[src/rtl/blockmem_2p_arb.sv]
// blockmem_2p_arb: two-requester round-robin front end for one simple dual-port RAM.
// Optional same-address write-to-read forwarding is enabled by defining BLOCKMEM_ARB_BYPASS_EN.
module blockmem_2p_arb #(
    parameter int G_DATAWIDTH = 32,
    parameter int G_MEMDEPTH  = 1024,
    parameter int G_ADDRWIDTH = $clog2(G_MEMDEPTH),
    parameter int G_BWENABLE  = 0,
    parameter int G_WEWIDTH   = (((((G_DATAWIDTH + 7) & ~7) - 1) / 8) * G_BWENABLE) + 1
) (
    input  logic                     clk,
    input  logic                     rst,
    input  logic [1:0]               wr_valid,
    output logic [1:0]               wr_ready,
    input  logic [2*G_ADDRWIDTH-1:0] wr_addr,
    input  logic [2*G_DATAWIDTH-1:0] wr_data,
    input  logic [2*G_WEWIDTH-1:0]   wr_strb,
    input  logic [1:0]               rd_valid,
    output logic [1:0]               rd_ready,
    input  logic [2*G_ADDRWIDTH-1:0] rd_addr,
    output logic [1:0]               rsp_valid,
    input  logic [1:0]               rsp_ready,
    output logic [2*G_DATAWIDTH-1:0] rsp_data,
    output logic                     mem_ena,
    output logic [G_WEWIDTH-1:0]     mem_wea,
    output logic [G_ADDRWIDTH-1:0]   mem_addra,
    output logic [G_DATAWIDTH-1:0]   mem_dina,
    output logic                     mem_enb,
    output logic [G_ADDRWIDTH-1:0]   mem_addrb,
    input  logic [G_DATAWIDTH-1:0]   mem_doutb
);

    function automatic logic in_range(input logic [G_ADDRWIDTH-1:0] a);
        return 32'(a) < 32'(G_MEMDEPTH);
    endfunction

    logic                     wr_pri_q, wr_pri_d;
    logic [1:0]               wr_grant;
    logic                     wr_sel;
    logic [G_ADDRWIDTH-1:0]   wr_addr_sel;
    logic                     mem_ena_q, mem_ena_d;
    logic [G_WEWIDTH-1:0]     mem_wea_q, mem_wea_d;
    logic [G_ADDRWIDTH-1:0]   mem_addra_q, mem_addra_d;
    logic [G_DATAWIDTH-1:0]   mem_dina_q, mem_dina_d;

    logic                     rd_pri_q, rd_pri_d;
    logic [1:0]               rd_elig, rd_grant;
    logic                     rd_sel;
    logic [G_ADDRWIDTH-1:0]   rd_addr_sel;
    logic [1:0]               busy_q, busy_d;
    logic                     mem_enb_q, mem_enb_d;
    logic [G_ADDRWIDTH-1:0]   mem_addrb_q, mem_addrb_d;
    logic                     s1_valid_q, s1_valid_d, s1_req_q, s1_req_d, s1_oor_q, s1_oor_d;
    logic                     s2_valid_q, s2_req_q, s2_oor_q;
    logic [1:0]               rsp_valid_q, rsp_valid_d;
    logic [2*G_DATAWIDTH-1:0] rsp_data_q, rsp_data_d;
    logic [G_DATAWIDTH-1:0]   rd_word;

    // Write side: pri_q names the requester that wins a tie.
    always_comb begin
        wr_grant = 2'b00;
        if (!rst) begin
            if (wr_valid == 2'b11) wr_grant[wr_pri_q] = 1'b1;
            else                   wr_grant = wr_valid;
        end
        wr_sel      = wr_grant[1];
        wr_addr_sel = wr_sel ? wr_addr[G_ADDRWIDTH +: G_ADDRWIDTH] : wr_addr[0 +: G_ADDRWIDTH];
        wr_pri_d    = (|wr_grant) ? ~wr_sel : wr_pri_q;
        mem_ena_d   = (|wr_grant) && in_range(wr_addr_sel);
        mem_wea_d   = '0;
        if (mem_ena_d) mem_wea_d = wr_sel ? wr_strb[G_WEWIDTH +: G_WEWIDTH] : wr_strb[0 +: G_WEWIDTH];
        mem_addra_d = (|wr_grant) ? wr_addr_sel : mem_addra_q;
        mem_dina_d  = mem_dina_q;
        if (|wr_grant) mem_dina_d = wr_sel ? wr_data[G_DATAWIDTH +: G_DATAWIDTH] : wr_data[0 +: G_DATAWIDTH];
    end

    always_comb begin
        rd_elig  = rd_valid & ~busy_q & {2{~rst}};
        rd_grant = 2'b00;
        if (rd_elig == 2'b11) rd_grant[rd_pri_q] = 1'b1;
        else                  rd_grant = rd_elig;
        rd_sel      = rd_grant[1];
        rd_addr_sel = rd_sel ? rd_addr[G_ADDRWIDTH +: G_ADDRWIDTH] : rd_addr[0 +: G_ADDRWIDTH];
        rd_pri_d    = (|rd_grant) ? ~rd_sel : rd_pri_q;
        // Out-of-range reads skip the RAM and answer zero on the normal schedule.
        mem_enb_d   = (|rd_grant) && in_range(rd_addr_sel);
        mem_addrb_d = (|rd_grant) ? rd_addr_sel : mem_addrb_q;
        s1_valid_d  = |rd_grant;
        s1_req_d    = rd_sel;
        s1_oor_d    = !in_range(rd_addr_sel);
        busy_d      = (busy_q | rd_grant) & ~(rsp_valid_q & rsp_ready);
    end

`ifdef BLOCKMEM_ARB_BYPASS_EN
    logic                   coll_q, coll_d;
    logic [G_WEWIDTH-1:0]   coll_wea_q;
    logic [G_DATAWIDTH-1:0] coll_din_q;
    logic [G_DATAWIDTH-1:0] coll_mask;

    for (genvar gi = 0; gi < G_DATAWIDTH; gi++) begin : g_coll_mask
        assign coll_mask[gi] = coll_wea_q[(G_BWENABLE != 0) ? gi / 8 : 0];
    end

    always_comb begin
        coll_d  = mem_ena_q && mem_enb_q && (mem_addra_q == mem_addrb_q);
        rd_word = coll_q ? ((coll_din_q & coll_mask) | (mem_doutb & ~coll_mask)) : mem_doutb;
        if (s2_oor_q) rd_word = '0;
    end

    always_ff @(posedge clk) begin
        if (rst) begin
            coll_q     <= 1'b0;
            coll_wea_q <= '0;
            coll_din_q <= '0;
        end else begin
            coll_q     <= coll_d;
            coll_wea_q <= mem_wea_q;
            coll_din_q <= mem_dina_q;
        end
    end
`else
    always_comb begin
        rd_word = s2_oor_q ? '0 : mem_doutb;
    end
`endif

    // Responses stay put until consumed; a new capture only lands on an idle slot.
    always_comb begin
        rsp_valid_d = rsp_valid_q & ~rsp_ready;
        rsp_data_d  = rsp_data_q;
        if (s2_valid_q) begin
            rsp_valid_d[s2_req_q] = 1'b1;
            if (s2_req_q) rsp_data_d[G_DATAWIDTH +: G_DATAWIDTH] = rd_word;
            else          rsp_data_d[0 +: G_DATAWIDTH]           = rd_word;
        end
    end

    always_ff @(posedge clk) begin
        if (rst) begin
            wr_pri_q    <= 1'b0;
            mem_ena_q   <= 1'b0;
            mem_wea_q   <= '0;
            mem_addra_q <= '0;
            mem_dina_q  <= '0;
            rd_pri_q    <= 1'b0;
            busy_q      <= 2'b00;
            mem_enb_q   <= 1'b0;
            mem_addrb_q <= '0;
            s1_valid_q  <= 1'b0;
            s1_req_q    <= 1'b0;
            s1_oor_q    <= 1'b0;
            s2_valid_q  <= 1'b0;
            s2_req_q    <= 1'b0;
            s2_oor_q    <= 1'b0;
            rsp_valid_q <= 2'b00;
            rsp_data_q  <= '0;
        end else begin
            wr_pri_q    <= wr_pri_d;
            mem_ena_q   <= mem_ena_d;
            mem_wea_q   <= mem_wea_d;
            mem_addra_q <= mem_addra_d;
            mem_dina_q  <= mem_dina_d;
            rd_pri_q    <= rd_pri_d;
            busy_q      <= busy_d;
            mem_enb_q   <= mem_enb_d;
            mem_addrb_q <= mem_addrb_d;
            s1_valid_q  <= s1_valid_d;
            s1_req_q    <= s1_req_d;
            s1_oor_q    <= s1_oor_d;
            s2_valid_q  <= s1_valid_q;
            s2_req_q    <= s1_req_q;
            s2_oor_q    <= s1_oor_q;
            rsp_valid_q <= rsp_valid_d;
            rsp_data_q  <= rsp_data_d;
        end
    end

    assign wr_ready  = wr_grant;
    assign rd_ready  = rd_grant;
    assign rsp_valid = rsp_valid_q;
    assign rsp_data  = rsp_data_q;
    assign mem_ena   = mem_ena_q;
    assign mem_wea   = mem_wea_q;
    assign mem_addra = mem_addra_q;
    assign mem_dina  = mem_dina_q;
    assign mem_enb   = mem_enb_q;
    assign mem_addrb = mem_addrb_q;

endmodule

[config.mk]
export PLATFORM = sky130hd
export DESIGN_NAME = blockmem_2p_arb
export DESIGN_NICKNAME = d
export VERILOG_FILES = /design/src/rtl/blockmem_2p_arb.sv
export SDC_FILE = /design/constraint.sdc
export NUM_CORES = 1
export LEC_CHECK = 0
export BUFFER_PORTS_ARGS = -buffer_cell sky130_fd_sc_hd__buf_2
export CAP_MARGIN = 20
export CORE_ASPECT_RATIO = 1.25
export CORE_UTILIZATION = 45
export DETAILED_ROUTE_END_ITERATION = 7
export PLACE_DENSITY_LB_ADDON = 0.15
export SLEW_MARGIN = 0
export SYNTH_ARGS = -nofsm -noshare
export SYNTH_HDL_FRONTEND = slang
export SYNTH_SLANG_ARGS = --single-unit
[constraint.sdc]
create_clock -name clk -period 1.62 [get_ports clk]
set_clock_uncertainty 0.15 [all_clocks]
set_input_delay 0.081 -clock clk [delete_from_list [all_inputs] [get_ports clk]]
set_output_delay 0.081 -clock clk [all_outputs]
set_load 0.005 [all_outputs]
==> out/summary.log, run 1 <==
INFO  run_status     outcome=complete, but fails checks
INFO  run_status     violated_checks=setup timing
INFO  yosys          mean_instance_size_in_the_synthesized_netlist=8.54squm
INFO  global_routing grtUsageTotal=0.325
INFO  drt            routed_wl=19.6mm
INFO  clock_tree     cts-htree-levels=4
INFO  finish         insertedDiodeCount=0
INFO  floorplan      die-width=96.3um
INFO  timing         fin_crit_sh=1.01
INFO  clock_tree     insertion_delay=410ps
INFO  finish         nNetsFinal=1,126
INFO  floorplan      start_util=0.467
INFO  pwr            power.density_cell_area=1030mW/mm^2
INFO  yosys          muxShareOfSynthArea=0
INFO  min_path       hold_depth=4
INFO  critical_path  worst_r2r_path_cells=5
INFO  drt            drt_pre_antenna_iters=5
INFO  timing         grt_setup_unrepaired=yes
INFO  yosys          share_of_the_synthesized_netlist_area_taken_by_xor_and_xnor_gates=0
INFO  yosys          yosys.area_share.simple=0.151
INFO  yosys          synth_top_family_by_area=compound AO/OA/AOI/OAI gates
INFO  critical_path  crit_chain=nor2b_1 > nor3_4 > buf_4 > clkbuf_16 > a221o_1
INFO  clock_tree     clock_sinks=128
INFO  finish         number_of_filler_instances_in_the_final_layout=649
INFO  critical_path  critical_path.top_delay_family=simple AND/OR/NAND/NOR gates
INFO  yosys          sequential_element_share_of_the_synthesized_area=0.512
INFO  critical_path  worstPathArrival=1780ps
INFO  timing         setup-violations-final=16
INFO  timing         report.final.slew_viol_count=0
INFO  floorplan      num_io_pins=271
INFO  drt            num_vias=6,307
INFO  critical_path  timing.critical_path.required=1770ps
INFO  drt            remaining_drc_errors=0
INFO  critical_path  setup.worst_path.class=reg -> reg
INFO  drt            avgViaCountPerCell=5.61
INFO  yosys          synth_compound_area_frac=0.262
INFO  timing         fin_ws=-17.9ps
INFO  yosys          synth.lib_cells_used.distinct=30
INFO  drt            drt-initial-drc-count=346
INFO  yosys          synth-seq-cells=128
INFO  finish         layout.cell_area.non_filler=0.00866sqmm
INFO  global_routing grt_antenna_before_repair=0
INFO  clock_tree     clock_tree_from_tritoncts=done
INFO  yosys          syn_inst=586
INFO  placement      dpl_cell_area=0.00653sqmm
INFO  global_routing grt_first_pass_wirelength=28.8mm
INFO  floorplan      die_area=0.0116sqmm
INFO  critical_path  start_kind=flip-flop
INFO  placement      buffer_ports.inserted=270
INFO  global_routing grt_pass1_vias=6,178
INFO  floorplan      num_rows=42
INFO  critical_path  timing.critical_path.to_type=flip-flop
INFO  timing         final.hold.worst_slack=20.2ps
INFO  pwr            power.static_leakage=3.99nW
INFO  yosys          yosys_warnings=0
INFO  clock_tree     clk_transition_reported_paths=60ps
INFO  timing         final_period_minus_worst_setup_slack=1640ps
INFO  timing         final-hold-violation-count=0
INFO  drt            ant_nets=0
INFO  global_routing pin_count_of_the_biggest_net_entering_global_routing=39
INFO  drt            routedWlPerCell=17.4um
INFO  finish         final_common_cell=sky130_fd_sc_hd__buf_2
INFO  clock_tree     cts_inserted_buffers=17
INFO  floorplan      core_area=0.0107sqmm
INFO  critical_path  cp_num_cells=5
INFO  job            max-cap-violations=0
INFO  placement      gp_congestion=0.806
INFO  timing         maximum_clock_frequency=0.611GHz
INFO  critical_path  critical_path_buf_inv_count=2
INFO  timing         maxSlewHeadroom=0.354
INFO  finish         share_of_cells_above_drive_strength_1=0.353
INFO  placement      post-place-ws=77.4ps
INFO  clock_tree     cts.path.max_buffers=2
INFO  yosys          synth-adder-area-share=0
INFO  clock_tree     cts_root_buf=sky130_fd_sc_hd__clkbuf_16
INFO  yosys          nets_in_the_synthesized_netlist=732
INFO  critical_path  cp_max_fo=15
INFO  floorplan      fp.dieH=120um
INFO  critical_path  cp_slowest_cell=sky130_fd_sc_hd__dfxtp_2
INFO  placement      place.detailed.hpwl=11.0mm
INFO  critical_path  cpPeakStageDelay=340ps
INFO  yosys          netlist_area=0.00501sqmm
INFO  finish         syn2layout_area_growth=73.0%
INFO  timing         worst-slew-pin-transition=968ps
INFO  global_routing global_route.overflow_total=0
INFO  pwr            peakVddDrop=0.532mV
INFO  min_path       hp-class=in -> reg
INFO  finish         highest_count_cells_in_the_layout_ignoring_fill_and_taps=sky130_fd_sc_hd__buf_2, sky130_fd_sc_hd__nand2_1, sky130_fd_sc_hd__dlygate4sd3_1
==> worst reg2reg max path: cells and delay by family (launching register included) <==
kind | cells | cell delay [ps]
and+or+nand+nor | 2 | 370
AOI/OAI and AO/OA | 1 | 350
buffers and inverters | 2 | 320
DFF | 1 | 340
==> repair_timing <==
item	in CTS	in global routing
cloned	1	1
setup endpoints to repair	3	16
resized for setup	5	17
hold buffers	127	0
endpoints found under the hold margin	123	0
pin swaps	2	4
setup buffers	4	8
==> area by class of cell <==
type	instances	area [sq um]	area share
clock buffer	18	439	0.0507
clock inverter	14	211	0.0244
inverter	34	128	0.0147
multi-input combinational	367	2130	0.246
sequential	128	2560	0.296
tap	132	165	0.0191
timing repair buffer	432	3030	0.349
==> through the flow <==
step | total power, mW | setup TNS (ps) | cells | utilization
2_1_floorplan | 3.91 | 0 | 586 | -
3_3_place_gp | 4.41 | 0 | 952 | 0.609
3_5_place_dp | 4.43 | 0 | 952 | 0.609
4_1_cts | 8.88 | 0 | 1116 | 0.796
5_1_grt | 9.23 | -574 | 1125 | 0.808
6_report | 8.94 | -149 | 1125 | 0.808
==> flip-flops by register name, indices dropped and copies added, names as in the netlist <==
register and count:
rd_pri_q 1, busy_q 2, mem_addra 10, wr_pri_q 1
mem_ena 1, mem_wea 1, s2_valid_q 1, s1_valid_q 1
rsp_data 64, s2_req_q 1, s1_req_q 1, rsp_valid 2
mem_addrb 10, mem_dina 32
==> cell families after synthesis <==
logic type | count (synthesis)
flops | 128
buf+inv | 91
simple gates | 175
compound gates | 192
==> where the power goes <==
part	total [mW]	switching (mW)	internal, mW
registers	3.43	0.103	3.33
logic	1.32	0.615	0.704
clock network	4.19	1.42	2.77
==> worst paths after layout <==
check                   start  slack, ps      endpoint
setup / recovery     wr_pri_q        -20  mem_dina[29]
hold / removal    wr_data[25]         20  mem_dina[25]
setup reg to reg     wr_pri_q        -20  mem_dina[29]
hold reg to reg      s1_req_q        300      s2_req_q
==> layer usage <==
layer / GRT usage / share of wire / vias up
li1: - / - / 2874
met1: 0.334 / 0.37 / 2947
met2: 0.574 / 0.50 / 400
met3: 0.0932 / 0.086 / 86
met4: 0.185 / 0.043 / 0
met5: 0 / 0 / -
==> synthesized netlist by cell type <==
| cell | n | area (sq um) |
|---|---|---|
| sky130_fd_sc_hd__nand2b_1 | 6 | 37.5 |
| sky130_fd_sc_hd__nand3_1 | 12 | 60.1 |
| sky130_fd_sc_hd__nand4_1 | 11 | 68.8 |
| sky130_fd_sc_hd__nand2_1 | 130 | 488 |
| sky130_fd_sc_hd__a22oi_1 | 12 | 90.1 |
| sky130_fd_sc_hd__o21ai_0 | 9 | 45.0 |
| sky130_fd_sc_hd__o31ai_1 | 11 | 82.6 |
| sky130_fd_sc_hd__nor2_1 | 3 | 11.3 |
| sky130_fd_sc_hd__or3b_1 | 1 | 8.76 |
| sky130_fd_sc_hd__nor3b_1 | 1 | 7.51 |
| sky130_fd_sc_hd__buf_2 | 23 | 115 |
| sky130_fd_sc_hd__nor3_1 | 1 | 5.00 |
| sky130_fd_sc_hd__o21ai_1 | 1 | 5.00 |
| sky130_fd_sc_hd__nor3_2 | 1 | 10.0 |
| sky130_fd_sc_hd__a221o_1 | 30 | 300 |
| sky130_fd_sc_hd__a21oi_1 | 84 | 420 |
| sky130_fd_sc_hd__inv_1 | 34 | 128 |
| sky130_fd_sc_hd__buf_4 | 2 | 15.0 |
| sky130_fd_sc_hd__a2111oi_0 | 30 | 263 |
| sky130_fd_sc_hd__a31oi_1 | 10 | 62.6 |
| sky130_fd_sc_hd__or3b_2 | 1 | 8.76 |
| sky130_fd_sc_hd__nor2b_1 | 6 | 37.5 |
| sky130_fd_sc_hd__a211oi_1 | 1 | 7.51 |
| sky130_fd_sc_hd__clkbuf_1 | 26 | 97.6 |
| sky130_fd_sc_hd__o21bai_1 | 1 | 7.51 |
| sky130_fd_sc_hd__o21a_1 | 2 | 15.0 |
| sky130_fd_sc_hd__and2_1 | 2 | 12.5 |
| sky130_fd_sc_hd__a21boi_2 | 1 | 11.3 |
| sky130_fd_sc_hd__buf_1 | 6 | 22.5 |
| sky130_fd_sc_hd__dfxtp_1 | 128 | 2560 |
Note: power is estimated with default switching activity, not from simulation.
==> inputs of run 2 (changes only) <==
--- a/config.mk
+++ b/config.mk
@@ -10,2 +10,3 @@
 export CORE_ASPECT_RATIO = 1.25
+export CORE_MARGIN = 5
 export CORE_UTILIZATION = 45
==> constraint.sdc (replaced) <==
create_clock -name clk -period 1.62 [get_ports clk]
set_clock_uncertainty 0.15 [all_clocks]
set_input_delay 0 -clock clk [delete_from_list [all_inputs] [get_ports clk]]
set_output_delay 0 -clock clk [all_outputs]
set_load 0.005 [all_outputs]
==> run 2 against run 1 <==
Against the previous run: the run still ends with setup timing left; maximum frequency is essentially flat; worst setup slack got worse by 1.3 ps; total power fell by 1.6%; global-route usage down 1.8 points; via count grew 2.2%; die area up 16%; cell count is 1.4% higher; sequential cell count did not move; wire length increased by 11%; combinational power is essentially flat; final area increased by 0.66%; non-clock buffer count increased by 11; critical endpoint is now mem_addra[3]; largest power group unchanged.
==> out/summary.log, run 2 (synthesized netlist as in run 1, its figures left out) <==
INFO  clock_tree     cts-htree-levels=4
INFO  global_routing grtUsageTotal=0.307
INFO  pwr            overall_power_after_layout=8.79mW
INFO  clock_tree     clock_sinks=128
INFO  finish         syn2layout_area_growth=74.2%
INFO  timing         final_period_minus_worst_setup_slack=1640ps
INFO  clock_tree     cts.path.max_buffers=2
INFO  min_path       hp-class=in -> reg
INFO  critical_path  cp-startpoint=wr_valid[0]
INFO  timing         fin_setup_tns=-28.0ps
INFO  clock_tree     clock_tree_from_tritoncts=done
INFO  floorplan      start_util=0.456
INFO  floorplan      num_rows=43
INFO  drt            routed_wl=21.7mm
INFO  timing         final.hold.worst_slack=15.1ps
INFO  critical_path  timing.critical_path.to_type=flip-flop
INFO  job            max-cap-violations=0
INFO  critical_path  cp_slowest_cell=sky130_fd_sc_hd__dlygate4sd3_1
INFO  floorplan      die_area=0.0133sqmm
INFO  critical_path  critical_path.top_delay_family=buffers and inverters
INFO  timing         maximum_clock_frequency=0.610GHz
INFO  timing         report.final.slew_viol_count=0
INFO  placement      place.detailed.hpwl=11.9mm
INFO  critical_path  worstPathArrival=1830ps
INFO  critical_path  timing.critical_path.required=1820ps
INFO  global_routing grt_pass1_vias=6,661
INFO  finish         share_of_cells_above_drive_strength_1=0.343
INFO  placement      dp.cells=952
INFO  pwr            power.static_leakage=3.99nW
INFO  timing         maxSlewHeadroom=0.565
INFO  clock_tree     cts_root_buf=sky130_fd_sc_hd__clkbuf_16
INFO  finish         highest_count_cells_in_the_layout_ignoring_fill_and_taps=sky130_fd_sc_hd__buf_2, sky130_fd_sc_hd__dlygate4sd3_1, sky130_fd_sc_hd__nand2_1
INFO  min_path       hold_path_startpoint=wr_valid[1]
INFO  clock_tree     clk_transition_reported_paths=60ps
INFO  finish         layout.cell_area.non_filler=0.00872sqmm
INFO  finish         fin_cells=1,141
INFO  finish         largest_reg_flops=64
INFO  drt            avgViaCountPerCell=5.65
INFO  placement      gp_congestion=0.812
INFO  global_routing pin_count_of_the_biggest_net_entering_global_routing=55
INFO  timing         grt_setup_unrepaired=yes
INFO  floorplan      core_area=0.0110sqmm
INFO  run_status     violated_checks=setup timing
INFO  timing         fin_ws=-19.1ps
INFO  pwr            peakVddDrop=0.655mV
INFO  finish         final_core_util=0.794
INFO  finish         final_common_cell=sky130_fd_sc_hd__buf_2
INFO  timing         setup-violations-final=2
INFO  timing         final-hold-violation-count=0
INFO  critical_path  setup.worst_path.class=in -> reg
INFO  run_status     outcome=complete, but fails checks
INFO  clock_tree     insertion_delay=400ps
INFO  drt            num_vias=6,444
INFO  critical_path  cp_max_fo=15
INFO  critical_path  start_kind=primary input
INFO  global_routing grt_first_pass_wirelength=33.2mm
INFO  global_routing grt_antenna_before_repair=1
INFO  drt            drt-initial-drc-count=432
INFO  critical_path  critical_path_buf_inv_count=4
INFO  global_routing global_route.overflow_total=0
INFO  placement      dpl_cell_area=0.00648sqmm
INFO  floorplan      die-width=104um
INFO  timing         worst-slew-pin-transition=652ps
INFO  pwr            power.density_cell_area=1010mW/mm^2
INFO  critical_path  cpPeakStageDelay=530ps
INFO  drt            remaining_drc_errors=0
INFO  drt            routedWlPerCell=19.0um
INFO  placement      buffer_ports.inserted=270
INFO  finish         nNetsFinal=1,138
INFO  critical_path  crit_chain=dlygate4sd3_1 > clkbuf_4 > clkinvlp_4 > buf_4 > a2111oi_2 > a221o_1
INFO  clock_tree     cts_inserted_buffers=17
INFO  drt            ant_nets=0
INFO  placement      post-place-ws=-35.3ps
INFO  floorplan      num_io_pins=271
INFO  drt            drt_pre_antenna_iters=5
INFO  floorplan      fp.dieH=128um
INFO  timing         fin_crit_sh=1.01
INFO  critical_path  r2r-start=busy_q[1]
==> run 2: repair_timing <==
item / CTS / global route
gates cloned: 0 / 1
hold buffers: 147 / 0
pin swaps: 0 / 2
buffers inserted: 0 / 8
gates resized for setup: 6 / 24
hold endpoints to repair: 125 / 0
setup endpoints to repair: 13 / 35
==> run 2: layout make-up <==
cell class | count | area, sq um
antenna | 2 | 5.00
sequential | 128 | 2560
clock inverter | 13 | 185
timing repair inverter | 1 | 7.51
inverter | 34 | 131
tap | 135 | 169
clock buffer | 18 | 439
timing repair buffer | 443 | 3080
multi-input combinational | 367 | 2140
fill | 684 | 2260
==> run 2: worst paths after layout <==
check                       to  slack (ps)  cells after the start
setup reg to reg  mem_addrb[1]          50                      4
hold reg to reg       s2_req_q         290                      1
hold / removal        wr_pri_q          20                      4
setup / recovery  mem_addra[3]         -20                      6
==> run 2: routing by layer <==
metal / GRT usage / routed length [um] / vias up
li1: - / - / 2893
met1: 0.335 / 7720 / 2980
met2: 0.521 / 10700 / 460
met3: 0.0957 / 2100 / 111
met4: 0.184 / 1180 / 0
met5: 0 / 0 / -
==> run 2: worst min-delay path: cells and delay by family <==
family                 cells  cell delay, ps
AO/OA/AOI/OAI              1              60
buffers and inverters      2             380
AND/OR/NAND/NOR            1              90
==> run 2: power by group <==
part           leakage [nW]  total, mW  switching, mW  internal [mW]
sequential             1.05       3.44          0.115           3.32
combinational          2.64       1.32          0.632          0.693
clock                 0.303       4.03           1.42           2.61
total                  3.99       8.79           2.17           6.63
==> inputs of run 3 (changes only) <==
- CORE_UTILIZATION: 45 -> 25
==> run 3 against run 2 <==
Against the previous run: the flow now finishes without violations; worst setup slack better by 80 ps; clock power down 3%; sequential power about the same; final area up 2.1%; utilization down 35 points; maximum frequency up 5.1%; critical path type is now in -> out; non-clock buffer count up 4; via count down 8.8%; largest cell class unchanged; total power down 1.9%; global-route usage down 13 points.
==> out/summary.log, run 3 (synthesized netlist as in run 1, its figures left out) <==
INFO  run_status     outcome=complete, no violations
INFO  placement      dp.cells=1,092
INFO  floorplan      num_rows=58
INFO  finish         highest_count_cells_in_the_layout_ignoring_fill_and_taps=sky130_fd_sc_hd__buf_2, sky130_fd_sc_hd__dlygate4sd3_1, sky130_fd_sc_hd__nand2_1
INFO  finish         insertedDiodeCount=0
INFO  global_routing grtUsageTotal=0.175
INFO  drt            num_vias=5,878
INFO  floorplan      start_util=0.251
INFO  floorplan      num_io_pins=271
INFO  critical_path  critical_path_buf_inv_count=4
INFO  clock_tree     clock_tree_from_tritoncts=done
INFO  critical_path  r2r-start=wr_pri_q
INFO  finish         nNetsFinal=1,141
INFO  global_routing global_route.overflow_total=0
INFO  critical_path  regToRegSetupSlack=100ps
INFO  timing         report.final.slew_viol_count=0
INFO  min_path       worst_hold_endpoint=mem_dina[1]
INFO  clock_tree     cts.path.max_buffers=2
INFO  finish         final_common_cell=sky130_fd_sc_hd__buf_2
INFO  critical_path  cpPeakStageDelay=550ps
INFO  critical_path  worst_r2r_path_cells=3
INFO  critical_path  path_common_cell=sky130_fd_sc_hd__buf_2
INFO  critical_path  setup.worst_path.class=in -> out
INFO  critical_path  timing.critical_path.required=1470ps
INFO  floorplan      fp.dieH=168um
INFO  clock_tree     clock_sinks=128
INFO  drt            routedWlPerCell=15.9um
INFO  drt            routed_wl=20.4mm
INFO  critical_path  worstPathArrival=1410ps
INFO  floorplan      die-width=137um
INFO  global_routing grt_first_pass_wirelength=32.2mm
INFO  floorplan      die_area=0.0230sqmm
INFO  finish         number_of_filler_instances_in_the_final_layout=1,985
INFO  timing         fin_crit_sh=0.962
INFO  critical_path  critical_path.top_delay_family=buffers and inverters
INFO  finish         fin_cells=1,278
INFO  global_routing grt_pass1_vias=6,168
INFO  critical_path  timing.critical_path.to_type=output port
INFO  drt            avgViaCountPerCell=4.60
INFO  timing         final_period_minus_worst_setup_slack=1560ps
INFO  timing         setup-violations-final=0
INFO  critical_path  crit-reg2reg-capture=wr_pri_q
INFO  finish         final_core_util=0.446
INFO  clock_tree     cts_root_buf=sky130_fd_sc_hd__clkbuf_16
INFO  placement      gp_congestion=0.762
INFO  job            max-cap-violations=0
INFO  critical_path  crit_chain=dlygate4sd3_1 > buf_2 > nor2b_1 > nor3_4 > buf_12 > buf_2
INFO  clock_tree     cts-htree-levels=4
INFO  drt            ant_nets=0
INFO  critical_path  cp_slowest_cell=sky130_fd_sc_hd__dlygate4sd3_1
INFO  clock_tree     insertion_delay=410ps
INFO  timing         final-hold-violation-count=0
INFO  min_path       hold_depth=3
INFO  min_path       hp-class=in -> reg
INFO  clock_tree     cts_inserted_buffers=17
INFO  timing         worst-slew-pin-transition=594ps
INFO  placement      dpl_cell_area=0.00673sqmm
INFO  pwr            power.static_leakage=4.01nW
INFO  critical_path  cp_max_fo=21
INFO  placement      buffer_ports.inserted=270
INFO  timing         maximum_clock_frequency=0.641GHz
INFO  drt            remaining_drc_errors=0
INFO  pwr            peakVddDrop=0.626mV
INFO  finish         largest_reg_flops=64
INFO  placement      place.detailed.hpwl=13.3mm
INFO  drt            drt_pre_antenna_iters=4
INFO  min_path       hold_path_startpoint=rst
INFO  global_routing grt_antenna_before_repair=0
INFO  finish         share_of_cells_above_drive_strength_1=0.339
INFO  finish         syn2layout_area_growth=77.9%
INFO  timing         maxSlewHeadroom=0.604
INFO  drt            drt-initial-drc-count=276
INFO  floorplan      core_area=0.0200sqmm
INFO  critical_path  start_kind=primary input
INFO  clock_tree     clk_transition_reported_paths=60ps
INFO  global_routing pin_count_of_the_biggest_net_entering_global_routing=54
INFO  pwr            power.density_cell_area=969mW/mm^2
INFO  finish         layout.cell_area.non_filler=0.00890sqmm
==> run 3: power breakdown <==
group          leakage (nW)  internal [mW]  switching [mW]
clock network         0.286           2.32            1.59
logic                  2.68          0.714           0.587
registers              1.05           3.32          0.0969
total                  4.01           6.36            2.27
==> run 3: how the worst max path moves through the flow <==
stage	cells after the start	start	endpoint	slack [ps]
after global placement	3	wr_pri_q	mem_dina[15]	90
after CTS	3	busy_q[1]	rd_ready[1]	0.4
final	6	wr_valid[0]	wr_ready[1]	60
after floorplan	4	rd_pri_q	mem_addrb[0]	260
after global routing	6	wr_valid[0]	wr_ready[1]	-2
after detailed placement	3	wr_pri_q	mem_dina[17]	50
==> run 3: layer usage <==
metal	wire, um	global-route usage
met3	1540	0.0490
met2	10100	0.306
met1	8220	0.204
met4	472	0.0623
met5	0	0
==> run 3: layout make-up <==
cell class              instances  area [sq um]  share of cell area
repair buffers                447          3160               0.355
flip-flops and latches        128          2570               0.288
multi-input cells             367          2120               0.238
clock buffers                  17           425              0.0478
well taps                     270           338              0.0379
clock inverters                15           171              0.0193
inverters                      34           128              0.0143
==> run 3: timing repair <==
| item | in CTS | in global routing |
|---|---|---|
| buffers inserted | 1 | 4 |
| resized for setup | 7 | 5 |
| hold buffers | 148 | 1 |
| pin swaps | 1 | 1 |
| setup endpoints to repair | 4 | 5 |
| endpoints found under the hold margin | 128 | 3 |
==> run 3: per-stage QoR <==
step | hold WS, ps | power [mW] | setup TNS, ps | setup slack (ps)
final | 7.06 | 8.63 | 0 | 61.0
after global routing | 6.48 | 9.03 | -2.39 | -2.39
after CTS | -59.3 | 8.74 | 0 | 0.414
after floorplan | -23.6 | 3.91 | 0 | 258
after detailed placement | 77.9 | 4.47 | 0 | 48.5
after global placement | 75.0 | 4.48 | 0 | 92.0
==> run 3: worst reg2reg max path: cells and delay by family, from the launching register on <==
family	cells	cell delay, ps
AOI/OAI and AO/OA	1	150
DFF	1	370
buffers and inverters	1	560
and+or+nand+nor	1	230
